===== config.mk =====
export PLATFORM = sky130hd
export DESIGN_NAME = cpu_dispatch
export DESIGN_NICKNAME = d
export VERILOG_FILES = /design/src/rtl/cpu_dispatch.sv
export SDC_FILE = /design/constraint.sdc
export NUM_CORES = 1
export LEC_CHECK = 0
export CAP_MARGIN = 30
export CORE_MARGIN = 2
export CORE_UTILIZATION = 40
export DETAILED_ROUTE_END_ITERATION = 10
export MAX_ROUTING_LAYER = met4
export PLACE_DENSITY = 0.69
export SKIP_CTS_REPAIR_TIMING = 1
export SYNTH_ARGS = -nofsm -noshare
export SYNTH_HDL_FRONTEND = slang
export SYNTH_SLANG_ARGS = --single-unit

===== constraint.sdc =====
create_clock -name clk -period 3.1 [get_ports clk]
set_clock_uncertainty 0.1 [all_clocks]
set_input_delay 0.62 -clock clk [delete_from_list [all_inputs] [get_ports clk]]
set_output_delay 0.62 -clock clk [all_outputs]
set_load 0.01 [all_outputs]

===== src/rtl/cpu_dispatch.sv =====
// Round-robin packet dispatcher for N_CORES bpfcpu cores: offer 1 cycle after accept, verdict 2 cycles after the core's pulse.
// pkt_rdy drops when no core is IDLE; vrd_* is held while vrd_rdy is low and finished cores wait in DONE.
module cpu_dispatch #(
  parameter int N_CORES    = 4,
  parameter int TAG_WIDTH  = 4,
  parameter int PLEN_WIDTH = 32
) (
  input  logic                          clk,
  input  logic                          rst,
  input  logic                          pkt_vld,
  input  logic [TAG_WIDTH-1:0]          pkt_tag,
  input  logic [PLEN_WIDTH-1:0]         pkt_len,
  output logic                          pkt_rdy,
  output logic [N_CORES-1:0]            core_rdy_for_cpu,
  output logic [N_CORES*PLEN_WIDTH-1:0] core_byte_len,
  input  logic [N_CORES-1:0]            core_ack,
  input  logic [N_CORES-1:0]            core_acc,
  input  logic [N_CORES-1:0]            core_rej,
  output logic                          vrd_vld,
  output logic [TAG_WIDTH-1:0]          vrd_tag,
  output logic                          vrd_acc,
  output logic [2:0]                    vrd_core,
  input  logic                          vrd_rdy,
  output logic [N_CORES-1:0]            busy_mask,
  output logic                          err
);

  localparam int IDXW = (N_CORES > 1) ? $clog2(N_CORES) : 1;

  typedef enum logic [1:0] {
    S_IDLE  = 2'd0,
    S_OFFER = 2'd1,
    S_RUN   = 2'd2,
    S_DONE  = 2'd3
  } state_t;

  state_t                r_state [N_CORES];
  logic [TAG_WIDTH-1:0]  r_tag   [N_CORES];
  logic [PLEN_WIDTH-1:0] r_len   [N_CORES];
  logic [N_CORES-1:0]    r_acc;
  logic [IDXW-1:0]       r_last_grant;
  logic [IDXW-1:0]       r_last_drain;
  logic                  r_vrd_vld;
  logic [TAG_WIDTH-1:0]  r_vrd_tag;
  logic                  r_vrd_acc;
  logic [2:0]            r_vrd_core;
  logic                  r_err;

  logic [N_CORES-1:0] w_idle;
  logic [N_CORES-1:0] w_offer;
  logic [N_CORES-1:0] w_run;
  logic [N_CORES-1:0] w_done;
  logic               w_grant_vld;
  logic [IDXW-1:0]    w_grant_idx;
  logic               w_drain_vld;
  logic [IDXW-1:0]    w_drain_idx;
  logic               w_accept;
  logic               w_out_free;
  logic               w_proto_err;

  function automatic logic [IDXW-1:0] f_wrap(input logic [IDXW-1:0] base, input int k);
    int s;
    s = int'(base) + k;
    if (s >= N_CORES) s = s - N_CORES;
    return s[IDXW-1:0];
  endfunction

  always_comb begin
    w_idle  = '0;
    w_offer = '0;
    w_run   = '0;
    w_done  = '0;
    for (int i = 0; i < N_CORES; i++) begin
      w_idle[i]  = (r_state[i] == S_IDLE);
      w_offer[i] = (r_state[i] == S_OFFER);
      w_run[i]   = (r_state[i] == S_RUN);
      w_done[i]  = (r_state[i] == S_DONE);
    end
  end

  // Both searches start one past the last winner, so every core gets a turn.
  assign w_out_free = !r_vrd_vld || vrd_rdy;

  always_comb begin
    w_grant_vld = 1'b0;
    w_grant_idx = '0;
    w_drain_vld = 1'b0;
    w_drain_idx = '0;
    for (int k = 1; k <= N_CORES; k++) begin
      if (!w_grant_vld && w_idle[f_wrap(r_last_grant, k)]) begin
        w_grant_vld = 1'b1;
        w_grant_idx = f_wrap(r_last_grant, k);
      end
      if (w_out_free && !w_drain_vld && w_done[f_wrap(r_last_drain, k)]) begin
        w_drain_vld = 1'b1;
        w_drain_idx = f_wrap(r_last_drain, k);
      end
    end
  end

  assign w_accept    = pkt_vld && w_grant_vld;
  assign w_proto_err = (|((core_acc | core_rej) & ~w_run)) || (|(core_acc & core_rej & w_run));

  always_ff @(posedge clk or negedge rst) begin
    if (!rst) begin
      for (int i = 0; i < N_CORES; i++) begin
        r_state[i] <= S_IDLE;
        r_tag[i]   <= '0;
        r_len[i]   <= '0;
      end
      r_acc        <= '0;
      r_last_grant <= IDXW'(N_CORES - 1);
      r_last_drain <= IDXW'(N_CORES - 1);
      r_vrd_vld    <= 1'b0;
      r_vrd_tag    <= '0;
      r_vrd_acc    <= 1'b0;
      r_vrd_core   <= '0;
      r_err        <= 1'b0;
    end else begin
      for (int i = 0; i < N_CORES; i++) begin
        case (r_state[i])
          S_IDLE: begin
            if (w_accept && (w_grant_idx == IDXW'(i))) begin
              r_state[i] <= S_OFFER;
              r_tag[i]   <= pkt_tag;
              r_len[i]   <= pkt_len;
            end
          end
          S_OFFER: begin
            if (core_ack[i]) r_state[i] <= S_RUN;
          end
          S_RUN: begin
            if (core_acc[i] || core_rej[i]) begin
              r_state[i] <= S_DONE;
              r_acc[i]   <= core_acc[i] && !core_rej[i];
            end
          end
          S_DONE: begin
            if (w_drain_vld && (w_drain_idx == IDXW'(i))) r_state[i] <= S_IDLE;
          end
          default: r_state[i] <= S_IDLE;
        endcase
      end
      if (w_accept) r_last_grant <= w_grant_idx;
      if (w_drain_vld) begin
        r_vrd_vld    <= 1'b1;
        r_vrd_tag    <= r_tag[w_drain_idx];
        r_vrd_acc    <= r_acc[w_drain_idx];
        r_vrd_core   <= 3'(w_drain_idx);
        r_last_drain <= w_drain_idx;
      end else if (r_vrd_vld && vrd_rdy) begin
        r_vrd_vld <= 1'b0;
      end
      if (w_proto_err) r_err <= 1'b1;
    end
  end

  always_comb begin
    core_byte_len = '0;
    for (int i = 0; i < N_CORES; i++) begin
      core_byte_len[i*PLEN_WIDTH +: PLEN_WIDTH] = r_len[i];
    end
  end

  assign pkt_rdy          = |w_idle;
  assign core_rdy_for_cpu = w_offer;
  assign busy_mask        = ~w_idle;
  assign vrd_vld          = r_vrd_vld;
  assign vrd_tag          = r_vrd_tag;
  assign vrd_acc          = r_vrd_acc;
  assign vrd_core         = r_vrd_core;
  assign err              = r_err;

endmodule

Yosys cells after proc, flatten, opt, wreduce, memory -nomap -nowiden

Cells that the tools add are included.

Flip-flop bits (word level): 169
Input bits: 52
Word-level logic and storage cells: 228

Add/subtract/negate cells: 16
Magnitude comparators: 18
Eq/ne operators: 34
Muxes and demuxes: 67
Bitwise operators: 7
Reduce and logical (&&, ||, !) cells: 63

Operator list:

| cell                                                              | number |
|---|---|
| 2-to-1 mux 2 bit                                                  | 32 |
| inequality test 2 x 1 -> 1 bit, second input constant             | 16 |
| case mux 2 bit (4 select lines)                                   | 4 |
| < comparator 2 x 3 -> 1 bit, second input constant                | 9 |
| == test 2 bit, second input constant                              | 12 |
| logical AND 1 bit                                                 | 24 |
| greater-or-equal comparator 3 bit, second input constant          | 7 |
| 2-to-1 mux 1 bit                                                  | 19 |
| binary-select mux 1 bit (select 2 bit)                            | 9 |
| AND reduction 2 bit                                               | 8 |
| AND reduction 4 bit                                               | 4 |
| subtractor 2 x 1 -> 2 bit, second input constant                  | 8 |
| adder 2 x 2 -> 3 bit, second input constant                       | 4 |
| bitwise AND 4 bit                                                 | 3 |
| == test 2 x 1 -> 1 bit, second input constant                     | 6 |
| logical NOT 2 bit                                                 | 6 |
| OR reduction 4 bit                                                | 3 |
| logical NOT 1 bit                                                 | 11 |
| adder 2 x 3 -> 4 bit, second input constant                       | 2 |
| binary-select mux 4 bit (select 2 bit)                            | 1 |
| greater-or-equal comparator 4 x 3 -> 1 bit, second input constant | 2 |
| 2-to-1 mux 4 bit                                                  | 2 |
| inverter 4 bit                                                    | 2 |
| adder 2 x 1 -> 3 bit, second input constant                       | 2 |
| 4 further kinds                                                   | 9 |

Logic depth before layout (Yosys ltp)

Gate-level depths: netlist of the first run.

Depth in word-level cells: 23
Gate-level depth with buffers: 9
Mapped depth without buffers: 8

Worst setup path after synthesis of the first run

OpenSTA, ideal clock, no wires.

Kind: reg-to-reg
From: register r_state[0] (netlist bit)
To: register r_len (netlist bit core_byte_len[67])
Library setup time: 0.125 ns
Arrival: 2.253 ns
Data required time: 2.875 ns
Setup slack: 0.623 ns
Cell stages (with the launch flop): 9
Buffers on the path: 2
Path through: dfrtp_1 inv_1 ha_1 inv_1 a221oi_4 and3_1 buf_4 buf_4 mux2_2

Cells in the longest elaborated chain, start to end: 16

Ends and longest elaborated chain:

| element                                              | line     | text |
|---|---|---|
| start: declaration                                   | 37       | `state_t r_state [N_CORES];` |
| start signal: indexed assignment                     | 107      | `r_state[i] <= S_IDLE;` |
| start signal: indexed assignment                     | 124      | `r_state[i] <= S_OFFER;` |
| start signal: indexed assignment                     | 130      | `if (core_ack[i]) r_state[i] <= S_RUN;` |
| logical NOT 2 bit *                                  | 74       | `w_idle[i] = (r_state[i] == S_IDLE);` |
| binary-select mux 1 bit (select 2 bit)               | 90       | `if (!w_grant_vld && w_idle[f_wrap(r_last_grant, k)]) begin` |
| 2-to-1 mux 1 bit (implied by the code)               | 90       |  |
| 2-to-1 mux 1 bit                                     | 90       |  |
| logical NOT 1 bit                                    | 90       |  |
| logical AND 1 bit                                    | 90       |  |
| 2-to-1 mux 1 bit                                     | 90       |  |
| logical NOT 1 bit                                    | 90       |  |
| logical AND 1 bit                                    | 90       |  |
| 2-to-1 mux 1 bit                                     | 90       |  |
| logical NOT 1 bit                                    | 90       |  |
| logical AND 1 bit                                    | 90       |  |
| 2-to-1 mux 2 bit or 2-to-1 mux 1 bit (tied branches) | 90       |  |
| == test 2 bit or logical AND 1 bit (tied branches)   | 123, 101 |  |
| logical AND 1 bit *                                  | 123      | `if (w_accept && (w_grant_idx == IDXW'(i))) begin` |
| AND reduction 2 bit (no line) *                      | --       |  |
| end signal: indexed assignment                       | 126      | `r_len[i] <= pkt_len;` |
| end: declaration                                     | 39       | `logic [PLEN_WIDTH-1:0] r_len [N_CORES];` |

Every way passes the cells marked *; elsewhere a longest branch is shown, timed or not. The select of a mux whose other input is x is not followed.
A chain may end at the register's enable or synchronous reset.

Final worst setup path of the first run

From: register r_state[0] (netlist bit)
To: output port pkt_rdy

Cells in the longest elaborated chain, start to end: 2

Ends and longest elaborated chain:

| element            | line | text |
|---|---|---|
| logical NOT 2 bit  | 74   |  |
| OR reduction 4 bit | 165  | `assign pkt_rdy = \|w_idle;` |
| end: declaration   | 13   | `output logic pkt_rdy,` |

No other way between the ends.

==> results of run 1 <==
worst max-delay path: cells and delay by family, from the launching register on:
family                   cells  cell delay, ns
buffers and inverters        3            0.87
AND/OR/NAND/NOR              1            0.15
adder cells (fa/ha/maj)      1            0.32
flip-flops                   1            0.40
Yosys cell counts, types with 2 or more instances:
library cell | n | area [µm²]
o21bai_1 | 2 | 15.01
dfstp_2 | 4 | 105.1
nand3_1 | 2 | 10.01
inv_1 | 18 | 67.56
buf_6 | 8 | 90.09
nand2_1 | 16 | 60.06
buf_2 | 4 | 20.02
mux2i_1 | 14 | 140.1
o21ai_0 | 6 | 30.03
nand2b_1 | 4 | 25.02
mux2_2 | 146 | 1644
nor2_1 | 11 | 41.29
a21oi_1 | 13 | 65.06
nor3_4 | 2 | 32.53
a222oi_1 | 3 | 30.03
ha_1 | 20 | 250.2
a2bb2oi_1 | 4 | 35.03
buf_4 | 6 | 45.04
o22ai_1 | 3 | 18.77
dfrtp_1 | 165 | 4129
mux2_1 | 2 | 22.52
mux2_4 | 2 | 30.03
per-stage QoR:
stage / cells / hold WS [ns]
floorplan: 481 / 0.2244
global placement: 895 / 0.3737
detailed placement: 895 / 0.3720
CTS: 927 / 0.06230
global route: 927 / 0.08272
finish: 927 / 0.05581
cells by family after synthesis:
kind of cell | after synthesis
other cells | 1
fa+ha+maj | 20
mux | 164
compound gates | 46
simple gates | 45
flops | 169
buf+inv | 36
where the power goes:
group	switching, mW	internal (mW)
Combinational	2.71	3.76
Clock	0.843	1.26
Sequential	0.650	3.41
Total	4.20	8.42
worst paths after layout:
check,startpoint,end,slack (ns)
worst max-delay path,r_state[0]$_DFFE_PN0P_,pkt_rdy,0.22
worst min-delay path,rst,core_byte_len[61]$_DFFE_PN0P_,0.06
worst max register to register,r_state[0]$_DFFE_PN0P_,r_state[3]$_DFFE_PN0P_,0.24
worst min register to register,r_last_drain[0]$_DFFE_PN1P_,r_last_drain[0]$_DFFE_PN1P_,0.39
max in group asynchronous,rst,r_last_drain[1]$_DFFE_PN1P_,2.04
min in group clk,r_last_drain[0]$_DFFE_PN1P_,r_last_drain[0]$_DFFE_PN1P_,0.39
flip-flops by register name (all words and copies together) (netlist names):
| register | count |
|---|---|
| vrd_tag | 4 |
| r_last_drain | 2 |
| r_acc | 4 |
| r_last_grant | 2 |
| r_tag | 16 |
| vrd_core | 2 |
| err | 1 |
| vrd_acc | 1 |
| core_byte_len | 128 |
| r_state | 8 |
| vrd_vld | 1 |
cell type report:
| cell class | instances | area, µm² | share of cell area, % |
|---|---|---|---|
| Clock buffer | 23 | 478.0 | 4.785 |
| Clock inverter | 9 | 113.9 | 1.140 |
| Inverter | 18 | 67.56 | 0.6764 |
| Multi-Input combinational cell | 276 | 2715 | 27.18 |
| Sequential cell | 169 | 4234 | 42.39 |
| Tap cell | 225 | 281.5 | 2.818 |
| Timing Repair Buffer | 207 | 2098 | 21.01 |
routing by layer:
metal	vias up	part of all wire, %
li1	2132	-
met1	2364	41
met2	146	51
met3	19	6.3
met4	0	1.6
met5	-	0
==> results.ini, run 1 <==
[outcome]
status = complete, no violations

[finish]
final_common_cell = clkdlybuf4s50_1
finish.utilization_pct = 57.35
drive_above_1_share_pct = 29.49
layout_common_cells = 196 x clkdlybuf4s50_1, 165 x dfrtp_1, 146 x mux2_2
finalInstanceArea_um2 = 9988
nFillCells = 1393
syn_to_final_growth_pct = 39.30
nNetsFinal = 761
diodes = 0

[pwr]
finalPower_mw = 12.62
peakVddDrop_mv = 0.5254
p_per_area_nw_per_um2 = 1264
p_leak_nw = 4.272

[drt]
ant_nets = 0
wl_per_cell_um = 17.80
num_vias = 4661
firstDrtPassIters = 5
wirelength_um = 16500
drt_iter0_markers = 109
drc = 0
avgViaCountPerCell = 5.028

[place]
post-place-ws_ns = 0.2615
port_buffers = 197
gp_congestion = 0.8810
post-dp-hpwl_um = 11740
placed_area_um2 = 9397

[synth]
synth-edff-count = 0
ys_ff_latch = 169
synth_compound_area_share_pct = 5.113
syn-num-nets = 553
ys_seq_area_share_pct = 59.05
avgSynthCellArea_um2 = 14.91
yosysUniqueCellTypes = 48
syn_area_um2 = 7171
synth-xor-area-share_pct = 0
yosysWarnings = 0
netlist_instances = 481
synth_flop_cell = dfrtp_1
synth_top_family_by_area = multiplexers
synthSimpleGateAreaFrac_pct = 3.577
synthArstFlopShare_pct = 100.0
synth_fa_ha_area_share_pct = 3.490
synthMuxAreaShare_pct = 25.62

[sta]
drv_slew = 0
rsz0062_at_grt = no
min_period_ns = 2.875
fin_setup_tns_ns = 0
setup_viol_count_final = 0
finalCritPeriodShare_pct = 92.75
tightest_slew_ns = 0.8432
slew_headroom_pct = 43.18
hold_viol = 0
max_freq_mhz = 347.8
setup_ws_ns = 0.2247

[cts]
cts_tree = yes
cts_sinks = 169
cts_buffer_depth = 2
root_buffer = clkbuf_16
cts_buffers = 17
clk_latency_ns = 0.41
clk_pin_slew_ns = 0.06
cts_max_level = 4

[setup_path]
crit_path_cell_trace = inv_1 -> ha_1 -> inv_1 -> nand4_1 -> clkdlybuf4s50_1
cp.required_ns = 2.38
cpMaxStageDelayCell = clkdlybuf4s50_1
cp_max_fo = 6
cp_data_arrival_time_ns = 2.16
worstSetupPathType = reg -> out
cpPeakStageDelay_ns = 0.55
end_kind = output pin
path_common_cell = inv_1
r2r_cells = 8
worstSetupStartpointType = flip-flop

[hold_path]
hold_path_class = in -> async

[floorplanning]
die_w_um = 137.9
row_count = 48
initial_utilization_pct = 41.17
die_area_um2 = 19010
core-area_um2 = 17420
die_h_um = 137.9
ioPinCount = 199

[grt]
grt_first_pass_wirelength_um = 26570
antenna_found_initial = 0
top_usage_layer = met2
grt_pass1_vias = 5022
met3_usage_pct = 5.519
grt_max_degree = 68
met1_usage_pct = 22.33
grt_usage_pct = 18.85
use_met2_pct = 31.13
grt_overflow_total = 0

[run]
maxCapViolCount = 0

(Power assumes the default switching activity.)
==> run 2, diff against run 1 <==
PLACE_DENSITY = 0.68   (was 0.69)
==> results.ini, run 2 (same netlist as run 1, synthesis figures left out) <==
[drt]
num_vias = 4703
wirelength_um = 17010
firstDrtPassIters = 5
avgViaCountPerCell = 5.068
wl_per_cell_um = 18.33
ant_nets = 0
drt_iter0_markers = 194
drc = 0

[finish]
drive_above_1_share_pct = 29.73
fin_cells = 928
finalInstanceArea_um2 = 9957
nFillCells = 1420
diodes = 0
layout_common_cells = 196 x clkdlybuf4s50_1, 165 x dfrtp_1, 146 x mux2_2
final_common_cell = clkdlybuf4s50_1
nNetsFinal = 762
finish.utilization_pct = 57.17
syn_to_final_growth_pct = 38.86
largest_reg_flops = 128

[floorplanning]
die_h_um = 137.9
initial_utilization_pct = 41.17
row_count = 48
ioPinCount = 199
core-area_um2 = 17420
die_w_um = 137.9
die_area_um2 = 19010

[setup_path]
ff2ff_setup_slack_ns = 0.27
r2r-end = core_byte_len[77]$_DFFE_PN0P_
cp.required_ns = 2.38
reg2reg_from = r_state[0]$_DFFE_PN0P_
cp_data_arrival_time_ns = 2.18
cp_max_fo = 6
worstSetupStartpointType = flip-flop
end_kind = output pin
r2r_cells = 8
worstSetupPathType = reg -> out

[grt]
grt_pass1_vias = 5102
grt_max_degree = 77
grt_overflow_total = 0
grt_first_pass_wirelength_um = 26700
antenna_found_initial = 0
grt_usage_pct = 18.95

[sta]
slew_headroom_pct = 40.42
max_freq_mhz = 344.6
tightest_slew_ns = 0.8840
finalCritPeriodShare_pct = 93.61
rsz0062_at_grt = no
drv_slew = 0
min_period_ns = 2.902
hold_viol = 0
fin_setup_tns_ns = 0
setup_ws_ns = 0.1981
setup_viol_count_final = 0

[run]
maxCapViolCount = 0

[place]
gp_congestion = 0.8465
post-dp-hpwl_um = 12000
placed_area_um2 = 9404
post-place-ws_ns = 0.2940
dpl.cell_count = 896
port_buffers = 197

[cts]
root_buffer = clkbuf_16
cts_max_level = 4
cts_tree = yes
cts_sinks = 169
clk_latency_ns = 0.42
clk_pin_slew_ns = 0.07
cts_buffer_depth = 2
cts_buffers = 17

[pwr]
peakVddDrop_mv = 0.5830
p_leak_nw = 4.263
p_per_area_nw_per_um2 = 1259

[outcome]
status = complete, no violations

[hold_path]
hold_path_class = in -> async

## run 2: cell count changes in the layout (fill, tap and decap cells not counted)
cell / change
clkbuf_1: -1
inv_6: +3
clkbuf_8: -3
buf_4: +1
clkinv_2: +2
bufinv_16: -1
## run 2: routing by layer
| metal | global-route usage, % | up-vias | wire (µm) |
|---|---|---|---|
| met5 | - | - | 0 |
| met4 | 7.086 | 0 | 316 |
| met2 | 30.91 | 147 | 8699 |
| met3 | 5.007 | 20 | 931 |
| li1 | - | 2140 | - |
| met1 | 22.70 | 2396 | 7060 |
## run 2: through the flow
step	hold slack (ns)	total power [mW]
6_report	0.07804	12.54
5_1_grt	0.08501	13.33
4_1_cts	0.08075	12.69
3_5_place_dp	0.3798	10.64
3_3_place_gp	0.3674	10.42
2_1_floorplan	0.2244	7.709
## run 2: layout make-up
cell class	instances	area [µm²]	share of cell area, %
flip-flops and latches	169	4234	42.52
multi-input cells	276	2715	27.27
repair buffers	208	2106	21.15
clock buffers	19	432.9	4.348
well taps	225	281.5	2.827
clock inverters	13	120.1	1.206
inverters	18	67.56	0.6786
## run 2: worst max-delay path by stage
stage | startpoint | end | slack [ns] | cells after the start
after detailed placement | vrd_rdy | r_state[7]$_DFFE_PN0P_ | 0.29 | 7
after global routing | r_state[0]$_DFFE_PN0P_ | pkt_rdy | 0.08 | 5
final | r_state[0]$_DFFE_PN0P_ | pkt_rdy | 0.20 | 5
after floorplan | r_state[0]$_DFFE_PN0P_ | core_byte_len[67]$_DFFE_PN0P_ | 0.62 | 8
after CTS | r_state[0]$_DFFE_PN0P_ | pkt_rdy | 0.18 | 5
after global placement | vrd_rdy | r_state[7]$_DFFE_PN0P_ | 0.36 | 7
## run 2: critical path, stage by stage (launching register included)
cell             delay (ns)
dfrtp_1                0.42
inv_1                  0.14
ha_1                   0.33
inv_1                  0.18
nand4_1                0.15
clkdlybuf4s50_1        0.55
## run 2: where the power goes
part | total, mW | switching (mW) | internal, mW
combinational | 6.47 | 2.71 | 3.76
sequential | 4.07 | 0.667 | 3.41
clock | 1.99 | 0.880 | 1.11
total | 12.5 | 4.25 | 8.28
==> run 3, diff against run 2 <==
SLEW_MARGIN = 10   (was not set)
==> results of run 3 <==
The final DEF is identical to that of run 2; final timing and power are the same.
